File: config.mk
export PLATFORM = sky130hd
export DESIGN_NAME = aes_shiftrows_buffer
export DESIGN_NICKNAME = d
export VERILOG_FILES = /design/src/rtl/aes_shiftrows_buffer.sv
export SDC_FILE = /design/constraint.sdc
export NUM_CORES = 1
export LEC_CHECK = 0
export ABC_CLOCK_PERIOD_IN_PS = 2200
export CAP_MARGIN = 15
export CELL_PAD_IN_SITES_DETAIL_PLACEMENT = 1
export CELL_PAD_IN_SITES_GLOBAL_PLACEMENT = 2
export CORE_UTILIZATION = 40
export CTS_CLUSTER_DIAMETER = 150
export DETAILED_ROUTE_END_ITERATION = 12
export PLACE_DENSITY_LB_ADDON = 0.3
export SETUP_SLACK_MARGIN = 0.15
export SKIP_CTS_REPAIR_TIMING = 1
export SKIP_LAST_GASP = 1
export SYNTH_ARGS = -nofsm -noshare
export SYNTH_HDL_FRONTEND = slang
export SYNTH_SLANG_ARGS = --single-unit
File: constraint.sdc
create_clock -name clk -period 2.2 [get_ports clk]
set_input_delay 0.44 -clock clk [delete_from_list [all_inputs] [get_ports clk]]
set_output_delay 0.44 -clock clk [all_outputs]
set_load 0.1 [all_outputs]
File: src/rtl/aes_shiftrows_buffer.sv
// aes_shiftrows_buffer
// Column-serial ShiftRows / InvShiftRows stage for a 32-bit AES round datapath.
// The stage collects the four 32-bit columns of one state, then emits the
// byte-permuted columns one per output transfer.
//
// Ports:
//   clk, rst           rising-edge clock, synchronous active-high reset
//   in_valid/in_ready  input column handshake
//   in_data            state column, row r byte at [8r+7:8r]
//   in_enc_dec         1 = ShiftRows, 0 = InvShiftRows (taken from column 0)
//   out_valid/out_ready output column handshake
//   out_data           permuted column, same byte layout as in_data
//   out_col            index of the column on out_data
//   out_last           high with column 3
//
// Build option: define AES_SHIFTROWS_PINGPONG_EN for two buffer banks, so one
// block can fill while the previous block drains.
module aes_shiftrows_buffer #(
  parameter int NUM_COLS = 4
) (
  input  logic        clk,
  input  logic        rst,
  input  logic        in_valid,
  output logic        in_ready,
  input  logic [31:0] in_data,
  input  logic        in_enc_dec,
  output logic        out_valid,
  input  logic        out_ready,
  output logic [31:0] out_data,
  output logic [1:0]  out_col,
  output logic        out_last
);

  // Output column col, row r takes row r of column col+r (encrypt) or col-r
  // (decrypt). The 2-bit index wraps naturally, so this is pure byte routing.
  function automatic logic [31:0] permute(input logic [NUM_COLS-1:0][31:0] blk,
                                          input logic mode,
                                          input logic [1:0] col);
    logic [31:0] res;
    logic [1:0]  src;
    res = 32'h0000_0000;
    for (int r = 0; r < NUM_COLS; r++) begin
      if (mode) begin
        src = col + 2'(r);
      end else begin
        src = col - 2'(r);
      end
      res[8*r +: 8] = blk[src][8*r +: 8];
    end
    return res;
  endfunction

  logic [1:0] fill_cnt_r;
  logic [1:0] drain_cnt_r;
  logic       in_ready_r;
  logic       out_valid_r;
  logic       in_fire_s;
  logic       out_fire_s;

  assign in_fire_s  = in_valid & in_ready_r;
  assign out_fire_s = out_valid_r & out_ready;

`ifdef AES_SHIFTROWS_PINGPONG_EN

  logic [1:0][NUM_COLS-1:0][31:0] col_buf_r;
  logic [1:0] mode_r;
  logic [1:0] full_r;
  logic [1:0] full_s;
  logic       fill_bank_r;
  logic       fill_bank_s;
  logic       drain_bank_r;
  logic       drain_bank_s;

  // Bank occupancy: a bank becomes full on its 4th column and empties on its
  // 4th drained column. Both can happen in one cycle only on different banks.
  always_comb begin
    full_s       = full_r;
    fill_bank_s  = fill_bank_r;
    drain_bank_s = drain_bank_r;
    if (in_fire_s && (fill_cnt_r == 2'd3)) begin
      full_s[fill_bank_r] = 1'b1;
      fill_bank_s         = ~fill_bank_r;
    end else begin
      fill_bank_s = fill_bank_r;
    end
    if (out_fire_s && (drain_cnt_r == 2'd3)) begin
      full_s[drain_bank_r] = 1'b0;
      drain_bank_s         = ~drain_bank_r;
    end else begin
      drain_bank_s = drain_bank_r;
    end
  end

  // Control registers; handshake outputs are registered from next-cycle occupancy.
  always_ff @(posedge clk) begin
    if (rst) begin
      full_r       <= 2'b00;
      fill_bank_r  <= 1'b0;
      drain_bank_r <= 1'b0;
      fill_cnt_r   <= 2'd0;
      drain_cnt_r  <= 2'd0;
      mode_r       <= 2'b11;
      in_ready_r   <= 1'b0;
      out_valid_r  <= 1'b0;
    end else begin
      full_r       <= full_s;
      fill_bank_r  <= fill_bank_s;
      drain_bank_r <= drain_bank_s;
      in_ready_r   <= ~full_s[fill_bank_s];
      out_valid_r  <= full_s[drain_bank_s];
      if (in_fire_s) begin
        fill_cnt_r <= fill_cnt_r + 2'd1;
        if (fill_cnt_r == 2'd0) begin
          mode_r[fill_bank_r] <= in_enc_dec;
        end
      end
      if (out_fire_s) begin
        drain_cnt_r <= drain_cnt_r + 2'd1;
      end
    end
  end

  // Column storage needs no reset; contents are only read once a bank is full.
  always_ff @(posedge clk) begin
    if (in_fire_s) begin
      col_buf_r[fill_bank_r][fill_cnt_r] <= in_data;
    end
  end

  assign out_data = permute(col_buf_r[drain_bank_r], mode_r[drain_bank_r], drain_cnt_r);

`else

  typedef enum logic {
    FILL  = 1'b0,
    DRAIN = 1'b1
  } state_t;

  state_t state_r;
  state_t state_s;
  logic [NUM_COLS-1:0][31:0] col_buf_r;
  logic mode_r;

  // Next-state logic: the 4th accepted column starts the drain, the 4th
  // drained column returns to filling.
  always_comb begin
    state_s = state_r;
    case (state_r)
      FILL: begin
        if (in_fire_s && (fill_cnt_r == 2'd3)) begin
          state_s = DRAIN;
        end else begin
          state_s = FILL;
        end
      end
      DRAIN: begin
        if (out_fire_s && (drain_cnt_r == 2'd3)) begin
          state_s = FILL;
        end else begin
          state_s = DRAIN;
        end
      end
      default: state_s = FILL;
    endcase
  end

  // State and counters; handshake outputs are registered from the next state
  // so out_valid rises in the cycle right after the 4th column is accepted.
  always_ff @(posedge clk) begin
    if (rst) begin
      state_r     <= FILL;
      fill_cnt_r  <= 2'd0;
      drain_cnt_r <= 2'd0;
      mode_r      <= 1'b1;
      in_ready_r  <= 1'b0;
      out_valid_r <= 1'b0;
    end else begin
      state_r     <= state_s;
      in_ready_r  <= (state_s == FILL);
      out_valid_r <= (state_s == DRAIN);
      if (in_fire_s) begin
        fill_cnt_r <= fill_cnt_r + 2'd1;
        if (fill_cnt_r == 2'd0) begin
          mode_r <= in_enc_dec;
        end
      end
      if (out_fire_s) begin
        drain_cnt_r <= drain_cnt_r + 2'd1;
      end
    end
  end

  // Column storage needs no reset; contents are only read while draining.
  always_ff @(posedge clk) begin
    if (in_fire_s) begin
      col_buf_r[fill_cnt_r] <= in_data;
    end
  end

  assign out_data = permute(col_buf_r, mode_r, drain_cnt_r);

`endif

  assign in_ready  = in_ready_r;
  assign out_valid = out_valid_r;
  assign out_col   = drain_cnt_r;
  assign out_last  = (drain_cnt_r == 2'd3);

endmodule

==> results of run 1 <==
==> state kept, by name, summed over array words and instances, names as in the netlist <==
name        count
col_buf_r     128
fill_cnt_r      2
out_col         2
in_ready        1
mode_r          1
state_r         1
==> cell type report <==
| cell class | count | area (sq um) | share of cell area |
|---|---|---|---|
| Tap cell | 168 | 210.2 | 0.02977 |
| Sequential cell | 135 | 3993 | 0.5654 |
| Multi-Input combinational cell | 60 | 977.2 | 0.1384 |
| Timing Repair Buffer | 96 | 1386 | 0.1963 |
| Clock buffer | 22 | 444.2 | 0.06290 |
| Clock inverter | 9 | 36.28 | 0.005138 |
| Inverter | 4 | 15.01 | 0.002126 |
==> synthesized netlist by cell type (all sizes together) <==
cell type  number
a31o            1
inv             4
and3            5
nand3b          2
a21oi           5
buf             6
mux4           32
ha              5
edfxtp        128
nand3           3
xor2            1
clkbuf          3
o211ai          1
nand4           1
dfxtp           7
a21bo           4
==> final timing paths <==
path              slack, ns       endpoint          start
setup / recovery      -0.35   out_data[11]     out_col[1]
hold / removal         0.57  fill_cnt_r[1]       in_ready
setup reg to reg       0.79  col_buf_r[90]  fill_cnt_r[0]
hold reg to reg        0.57  fill_cnt_r[1]       in_ready
==> tightest hold or removal path, delay by kind of cell, from the launching register on <==
| kind | cells | cell delay [ns] |
|---|---|---|
| simple gates | 1 | 0.10 |
| compound gates | 1 | 0.05 |
| flops | 1 | 0.37 |
==> report_power, final <==
group | leakage [nW] | switching (mW) | internal (mW) | total [mW]
combinational | 0.933 | 0.266 | 0.192 | 0.458
clock | 0.234 | 0.914 | 1.40 | 2.31
sequential | 1.22 | 0.0156 | 2.87 | 2.88
total | 2.39 | 1.19 | 4.45 | 5.65
==> stage by stage <==
step	utilization	setup slack (ns)	std cells	total power [mW]	hold WS (ns)
after floorplan	-	-0.3024	208	3.162	0.4994
after global placement	0.5321	0.04382	455	3.385	0.5526
after detailed placement	0.5321	0.04133	455	3.395	0.5647
after CTS	0.5716	-0.4019	486	5.726	0.5735
after global routing	0.5807	-0.4240	494	5.844	0.5913
final	0.5807	-0.3538	494	5.649	0.5653
==> per-layer routing <==
metal,part of all wire,global-route usage,up-vias,wire length [microns]
met4,0.012,0.06494,0,123
li1,-,-,1097,-
met3,0.051,0.05929,10,503
met1,0.41,0.1893,1255,4074
met2,0.52,0.2699,70,5178
met5,0,0,-,0
==> cells by family (layout without fill, tap and decap cells) <==
kind of cell             count (synthesis)  count (layout)
flip-flops                             135             135
multiplexers                            32              32
buffers and inverters                   13             131
AO/OA/AOI/OAI                           11              11
AND/OR/NAND/NOR                         11              11
adder cells (fa/ha/maj)                  5               5
XOR/XNOR                                 1               1
==> flow_metrics.env, run 1 <==
export IMPL_outcome="complete, but fails checks"
export IMPL_violations="setup timing"
export IMPL_tightest_slew_ns=0.3184
export IMPL_num_fill_cells=1034
export IMPL_start_kind="flip-flop"
export IMPL_netlist_area_sq_um=5051
export IMPL_synth_compound_area_frac=0.01610
export IMPL_clkSinkCount=135
export IMPL_avgSynthCellArea_sq_um=24.28
export IMPL_r2r_cells=4
export IMPL_yosysWarnings=0
export IMPL_cts_buffers=17
export IMPL_endpoint_kind="output port"
export IMPL_grt_pass1_vias=2691
export IMPL_dieArea_sq_um=13080
export IMPL_p_leak_nw=2.389
export IMPL_path_clk_slew_ns=0.05
export IMPL_placed_area_sq_um=6471
export IMPL_finalWeightedCongestion=0.7347
export IMPL_synthXorXnorAreaFrac=0.003220
export IMPL_crit_family="multiplexers"
export IMPL_grt_overflow=0
export IMPL_grt_usage=0.1613
export IMPL_hp_class="reg2reg"
export IMPL_die_y_microns=114.4
export IMPL_power_density_nw_per_um2=800.0
export IMPL_cp_arrival_ns=2.11
export IMPL_clk_insertion_delay_late_ns=0.40
export IMPL_worstPathRequired_ns=1.76
export IMPL_grt_antenna_before_repair=0
export IMPL_finalSetupTns_ns=-6.625
export IMPL_setup_viol=32
export IMPL_io_pin_count=74
export IMPL_cp_max_fo=3
export IMPL_slew_viol_final=0
export IMPL_slowest_delay_ns=0.55
export IMPL_first_pass_iters=4
export IMPL_synthToLayoutAreaGrowth_pct=39.81
export IMPL_drt_wl_total_microns=9880
export IMPL_syn_nets=250
export IMPL_postRouteAntennaNets=0
export IMPL_relSlewSlack=0.7878
export IMPL_hold_viol_final=0
export IMPL_die_w_microns=114.4
export IMPL_path_depth=5
export IMPL_cts_tree="done"
export IMPL_max_cap_viol_count=0
export IMPL_setup_slack_ns=-0.3538
export IMPL_fin_skew_ns=0.005328
export IMPL_ys_seq_elements=135
export IMPL_post_route_cells_drive_above_1_share=0.3834
export IMPL_worstSetupPathType="reg2out"
export IMPL_synth_seq_area_share=0.7887
export IMPL_synthSimpleGateAreaFrac=0.01338
export IMPL_root_buffer="clkbuf_16"
export IMPL_initial_utilization=0.4153
export IMPL_synth_top_area_share=0.7610
export IMPL_num_vias=2432
export IMPL_place_detailed_hpwl_microns=6029
export IMPL_cp_num_buf_inv=2
export IMPL_post_drt_wl_per_cell_microns=20.00
export IMPL_portBuffers=73
export IMPL_vias_per_cell=4.923
export IMPL_synth_top_cell_by_area="edfxtp_1"
export IMPL_core_area_sq_um=12160
export IMPL_synthAdderAreaFrac=0.01239
export IMPL_ys_top_cells_by_area="edfxtp_1 (76%), mux4_1 (7.8%), mux4_2 (7.6%)"
export IMPL_timing_fmax_mhz=391.6
export IMPL_row_count=40
export IMPL_slowest_stage="mux4_2"
export IMPL_synth_distinct_cells=18
export IMPL_grt_pass1_wl_microns=14650
export IMPL_rsz0062_at_grt="true"
export IMPL_fin_crit_sh=1.161
export IMPL_muxShareOfSynthArea=0.1538
export IMPL_max_vdd_ir_drop_uv=656.1
export IMPL_cp_cell_sequence="ha_4 -> xor2_4 -> buf_4 -> mux4_2 -> buf_12"
export IMPL_cts_max_level=4
export IMPL_nets=356
export IMPL_n_antenna_cell=0
export IMPL_synthCells=208
export IMPL_hold_depth=2
export IMPL_route_detailed_drc=0
export IMPL_final_area_sq_um=7062
export IMPL_synth_top_family_by_area="multiplexers"
export IMPL_finalCriticalPeriod_ns=2.554
export IMPL_final_common_cell="edfxtp_1"
export IMPL_ctsLongestPathBuffers=2
export IMPL_mostFrequentLayoutCells="edfxtp_1 (128), buf_12 (41), clkdlybuf4s50_1 (36)"
export IMPL_grt_max_degree=36
export IMPL_first_iter_violations=161
Power figures use the tool's default switching activity.
==> run 2: changes to the inputs <==
--- a/config.mk
+++ b/config.mk
@@ -9,7 +9,7 @@
 export CAP_MARGIN = 15
 export CELL_PAD_IN_SITES_DETAIL_PLACEMENT = 1
 export CELL_PAD_IN_SITES_GLOBAL_PLACEMENT = 2
-export CORE_UTILIZATION = 40
+export CORE_UTILIZATION = 42
 export CTS_CLUSTER_DIAMETER = 150
 export DETAILED_ROUTE_END_ITERATION = 12
 export PLACE_DENSITY_LB_ADDON = 0.3
==> run 2 against run 1 <==
Net effect: the run ends with DRC, setup timing left; critical path depth unchanged; core utilization increased by 2.8 points; non-clock buffer count decreased by 8; cell area decreased by 0.27%; sequential share of layout area increased by 0.15 points; via count increased by 0.58%; combinational power increased by 1%; total power increased by 8.3%; wire length decreased by 3.3%; first-iteration DRC count decreased by 19%; die area decreased by 4.7%; largest cell class unchanged.
==> flow_metrics.env, run 2 (synthesis gave the netlist of run 1 again) <==
export IMPL_portBuffers=73
export IMPL_die_y_microns=111.7
export IMPL_path_clk_slew_ns=0.06
export IMPL_row_count=39
export IMPL_placedCellCount=429
export IMPL_grt_antenna_before_repair=0
export IMPL_place_detailed_hpwl_microns=5901
export IMPL_placed_area_sq_um=6432
export IMPL_crit_family="multiplexers"
export IMPL_num_vias=2446
export IMPL_dieArea_sq_um=12470
export IMPL_final_util=0.6090
export IMPL_cp_cell_sequence="ha_4 -> xor2_4 -> buf_12 -> mux4_2 -> buf_12"
export IMPL_slowest_stage="mux4_2"
export IMPL_cp_max_fo=6
export IMPL_endpoint_kind="output port"
export IMPL_m1WireLength_microns=4239
export IMPL_cp_startpoint="out_col[0]"
export IMPL_largest_reg_flops=128
export IMPL_wl_met3_microns=479
export IMPL_vias_per_cell=5.294
export IMPL_die_w_microns=111.7
export IMPL_hp_class="reg2reg"
export IMPL_timing_fmax_mhz=386.4
export IMPL_first_iter_violations=131
export IMPL_root_buffer="clkbuf_16"
export IMPL_max_cap_viol_count=0
export IMPL_grt_pass1_vias=2653
export IMPL_clk_insertion_delay_late_ns=0.42
export IMPL_nets=348
export IMPL_timing_rr_start="fill_cnt_r[0]"
export IMPL_mostFrequentLayoutCells="edfxtp_1 (128), buf_12 (42), clkdlybuf4s50_1 (36)"
export IMPL_outcome="complete, but fails checks"
export IMPL_setup_slack_ns=-0.3883
export IMPL_first_pass_iters=8
export IMPL_clkSinkCount=135
export IMPL_cts_max_level=4
export IMPL_initial_utilization=0.4368
export IMPL_finalCriticalPeriod_ns=2.588
export IMPL_tightest_slew_ns=0.3095
export IMPL_max_vdd_ir_drop_uv=500.8
export IMPL_worstSetupPathType="reg2out"
export IMPL_post_drt_wl_per_cell_microns=20.69
export IMPL_grt_max_degree=36
export IMPL_finalWeightedCongestion=0.7396
export IMPL_wl_met2_microns=4686
export IMPL_final_area_sq_um=7043
export IMPL_drt_wl_total_microns=9558
export IMPL_rsz0062_at_grt="true"
export IMPL_grt_pass1_wl_microns=14950
export IMPL_core_area_sq_um=11560
export IMPL_setup_viol=32
export IMPL_fin_crit_sh=1.177
export IMPL_min_from="in_ready"
export IMPL_post_route_cells_drive_above_1_share=0.3950
export IMPL_grt_usage=0.1700
export IMPL_cp_arrival_ns=2.15
export IMPL_final_cells=462
export IMPL_start_kind="flip-flop"
export IMPL_hold_viol_final=0
export IMPL_violations="DRC, setup timing"
export IMPL_io_pin_count=74
export IMPL_top_layer="met4"
export IMPL_route_detailed_drc=6
export IMPL_finalSetupTns_ns=-6.526
export IMPL_cp_num_buf_inv=2
export IMPL_slew_viol_final=0
export IMPL_p_leak_nw=2.378
export IMPL_power_density_nw_per_um2=868.8
export IMPL_fin_skew_ns=0.008909
export IMPL_cts_tree="done"
export IMPL_worstPathRequired_ns=1.76
export IMPL_cts_buffers=17
export IMPL_regMostFlops="col_buf_r"
export IMPL_n_antenna_cell=0
export IMPL_postRouteAntennaNets=0
export IMPL_synthToLayoutAreaGrowth_pct=39.44
export IMPL_ctsLongestPathBuffers=2
export IMPL_slowest_delay_ns=0.55
export IMPL_final_common_cell="edfxtp_1"
export IMPL_grt_overflow=0
export IMPL_crit_top_cell="buf_12"
export IMPL_relSlewSlack=0.7930
==> run 2: cell types whose count changed in the layout (fill, tap and decap cells not counted), sizes merged <==
cell | before | now
buf | 58 | 52
clkinvlp | 0 | 4
clkbuf | 24 | 18
bufinv | 0 | 3
clkinv | 9 | 7
==> run 2: area by class of cell <==
cell class	count	area (sq um)
repair buffers	88	1291
clock inverters	14	158.9
clock buffers	18	429.2
fillers	984	4522
flip-flops and latches	135	3993
inverters	4	15.01
multi-input cells	60	977.2
well taps	143	178.9
==> run 2: through the flow <==
step / hold slack, ns / worst slack [ns] / total power [mW]
floorplan: 0.4994 / -0.3024 / 3.162
finish: 0.5753 / -0.3883 / 6.119
detailed placement: 0.5686 / 0.03830 / 3.392
global route: 0.6209 / -0.4495 / 6.295
CTS: 0.5816 / -0.4223 / 6.171
global placement: 0.5571 / 0.04485 / 3.383
==> run 2: final timing paths <==
check	end	slack (ns)	cells past startpoint
worst min register to register	fill_cnt_r[0]	0.58	2
worst max register to register	col_buf_r[13]	0.81	4
worst min-delay path	fill_cnt_r[0]	0.58	2
worst max-delay path	out_data[8]	-0.39	5
==> run 2: tightest hold or removal path, cell delays in order (launching register included) <==
cell      delay (ns)
dfxtp_2         0.37
nand3b_1        0.10
a21oi_1         0.06
==> run 2: metal layers <==
| layer | track usage | up-vias |
|---|---|---|
| li1 | - | 1079 |
| met1 | 0.2215 | 1278 |
| met2 | 0.2629 | 73 |
| met3 | 0.05444 | 16 |
| met4 | 0.07568 | 0 |
| met5 | 0 | - |
==> run 2: power by group <==
| group | leakage, nW | internal, mW | switching (mW) |
|---|---|---|---|
| sequential | 1.22 | 2.86 | 0.0166 |
| clock | 0.274 | 1.76 | 1.01 |
| combinational | 0.881 | 0.195 | 0.269 |
==> run 3: changes to the inputs <==
--- a/config.mk
+++ b/config.mk
@@ -12,7 +12,7 @@
 export CORE_UTILIZATION = 42
 export CTS_CLUSTER_DIAMETER = 150
 export DETAILED_ROUTE_END_ITERATION = 12
-export PLACE_DENSITY_LB_ADDON = 0.3
+export PLACE_DENSITY = 0.82
 export SETUP_SLACK_MARGIN = 0.15
 export SKIP_CTS_REPAIR_TIMING = 1
 export SKIP_LAST_GASP = 1
==> run 3 against run 2 <==
Net effect: the flow still finishes with violations (DRC, setup timing); fmax is 1.7% higher; flip-flop and latch count is the same; sequential power about the same; global-route usage shrank 0.18 points; worst setup slack improved by 0.043 ns; hold slack got worse by 0.0021 ns; critical path depth unchanged; core utilization is 0.48 points higher; sequential share of layout area down 0.44 points; non-clock buffer count is 7 higher; first-iteration DRC count decreased by 30%.
==> flow_metrics.env, run 3 (synthesis gave the netlist of run 1 again) <==
export IMPL_grt_pass1_wl_microns=14910
export IMPL_power_density_nw_per_um2=837.9
export IMPL_hold_viol_final=0
export IMPL_cts_tree="done"
export IMPL_num_fill_cells=969
export IMPL_postRouteAntennaNets=0
export IMPL_portBuffers=73
export IMPL_post_drt_wl_per_cell_microns=21.15
export IMPL_worstSetupPathType="reg2out"
export IMPL_drt_wl_total_microns=9918
export IMPL_regMostFlops="col_buf_r"
export IMPL_ctsLongestPathBuffers=2
export IMPL_setup_slack_ns=-0.3450
export IMPL_timing_fmax_mhz=392.9
export IMPL_r2r_slack_ns=0.76
export IMPL_num_vias=2431
export IMPL_mostFrequentLayoutCells="edfxtp_1 (128), buf_12 (40), clkdlybuf4s50_1 (36)"
export IMPL_vias_per_cell=5.183
export IMPL_n_antenna_cell=0
export IMPL_grt_overflow=0
export IMPL_endpoint_kind="output port"
export IMPL_final_cells=469
export IMPL_violations="DRC, setup timing"
export IMPL_cp_startpoint="out_col[0]"
export IMPL_clkSinkCount=135
export IMPL_grt_max_degree=36
export IMPL_io_pin_count=74
export IMPL_die_w_microns=111.7
export IMPL_cts_max_level=4
export IMPL_die_y_microns=111.7
export IMPL_final_common_cell="edfxtp_1"
export IMPL_row_count=39
export IMPL_p_leak_nw=2.431
export IMPL_grt_pass1_vias=2690
export IMPL_cts_buffers=17
export IMPL_r2r_cells=4
export IMPL_max_vdd_ir_drop_uv=544.5
export IMPL_synthToLayoutAreaGrowth_pct=40.53
export IMPL_cp_max_fo=8
export IMPL_timing_rr_start="fill_cnt_r[0]"
export IMPL_hp_class="reg2reg"
export IMPL_relSlewSlack=0.7896
export IMPL_fin_crit_sh=1.157
export IMPL_largest_reg_flops=128
export IMPL_cp_arrival_ns=2.10
export IMPL_clk_insertion_delay_late_ns=0.41
export IMPL_start_kind="flip-flop"
export IMPL_rr_endpoint="col_buf_r[25]"
export IMPL_placedCellCount=428
export IMPL_initial_utilization=0.4368
export IMPL_grt_antenna_before_repair=0
export IMPL_finalWeightedCongestion=0.7592
export IMPL_route_detailed_drc=3
export IMPL_core_area_sq_um=11560
export IMPL_finalSetupTns_ns=-6.031
export IMPL_first_iter_violations=92
export IMPL_tightest_slew_ns=0.3156
export IMPL_dieArea_sq_um=12470
export IMPL_place_detailed_hpwl_microns=5642
export IMPL_slew_viol_final=0
export IMPL_fin_skew_ns=0.006003
export IMPL_critical_path_endpoint="out_data[14]"
export IMPL_first_pass_iters=8
export IMPL_worstPathRequired_ns=1.76
export IMPL_outcome="complete, but fails checks"
export IMPL_max_cap_viol_count=0
export IMPL_nets=355
export IMPL_finalCriticalPeriod_ns=2.545
export IMPL_grt_usage=0.1681
export IMPL_post_route_cells_drive_above_1_share=0.4018
export IMPL_root_buffer="clkbuf_16"
export IMPL_setup_viol=32
export IMPL_rsz0062_at_grt="true"
export IMPL_path_clk_slew_ns=0.05
[run 3: cell type report]
cell class | instances | area (sq um) | area share
Clock buffer | 20 | 436.7 | 0.06152
Clock inverter | 12 | 110.1 | 0.01551
Inverter | 4 | 15.01 | 0.002115
Multi-Input combinational cell | 60 | 977.2 | 0.1377
Sequential cell | 135 | 3993 | 0.5625
Tap cell | 143 | 178.9 | 0.02521
Timing Repair Buffer | 95 | 1388 | 0.1955
[run 3: layer usage]
layer | routed length, microns | vias to the layer above | global-route usage
li1 | - | 1105 | -
met1 | 4178 | 1253 | 0.2029
met2 | 5222 | 60 | 0.2857
met3 | 382 | 13 | 0.04736
met4 | 134 | 0 | 0.06757
met5 | 0 | - | 0
[run 3: critical path: stages, from the launching register on]
cell,delay (ns)
dfxtp_4,0.35
ha_4,0.29
xor2_4,0.16
buf_12,0.16
mux4_2,0.54
buf_12,0.19
[run 3: worst min-delay path by stage]
stage	start	end	slack, ns	cells after the start
2_1_floorplan	rst	out_col[0]	0.50	1
3_3_place_gp	state_r	out_col[1]	0.55	2
3_5_place_dp	in_ready	fill_cnt_r[1]	0.57	2
4_1_cts	in_ready	fill_cnt_r[1]	0.58	2
5_1_grt	in_ready	fill_cnt_r[1]	0.60	2
6_report	in_ready	fill_cnt_r[1]	0.57	2
[run 3: power breakdown]
group | switching (mW) | total (mW) | internal [mW]
Sequential | 0.0166 | 2.88 | 2.86
Combinational | 0.266 | 0.458 | 0.192
Clock | 0.967 | 2.61 | 1.64
Total | 1.25 | 5.95 | 4.70
[run 3: metrics by stage]
step	hold slack [ns]	worst slack, ns	instance area, sq um	utilization	power, mW
2_1_floorplan	0.4994	-0.3024	5037	-	3.162
3_3_place_gp	0.5510	0.06371	6412	0.5545	3.381
3_5_place_dp	0.5664	0.06411	6412	0.5545	3.393
4_1_cts	0.5770	-0.3795	6959	0.6018	6.012
5_1_grt	0.5963	-0.4258	7098	0.6138	6.125
6_report	0.5731	-0.3450	7098	0.6138	5.947
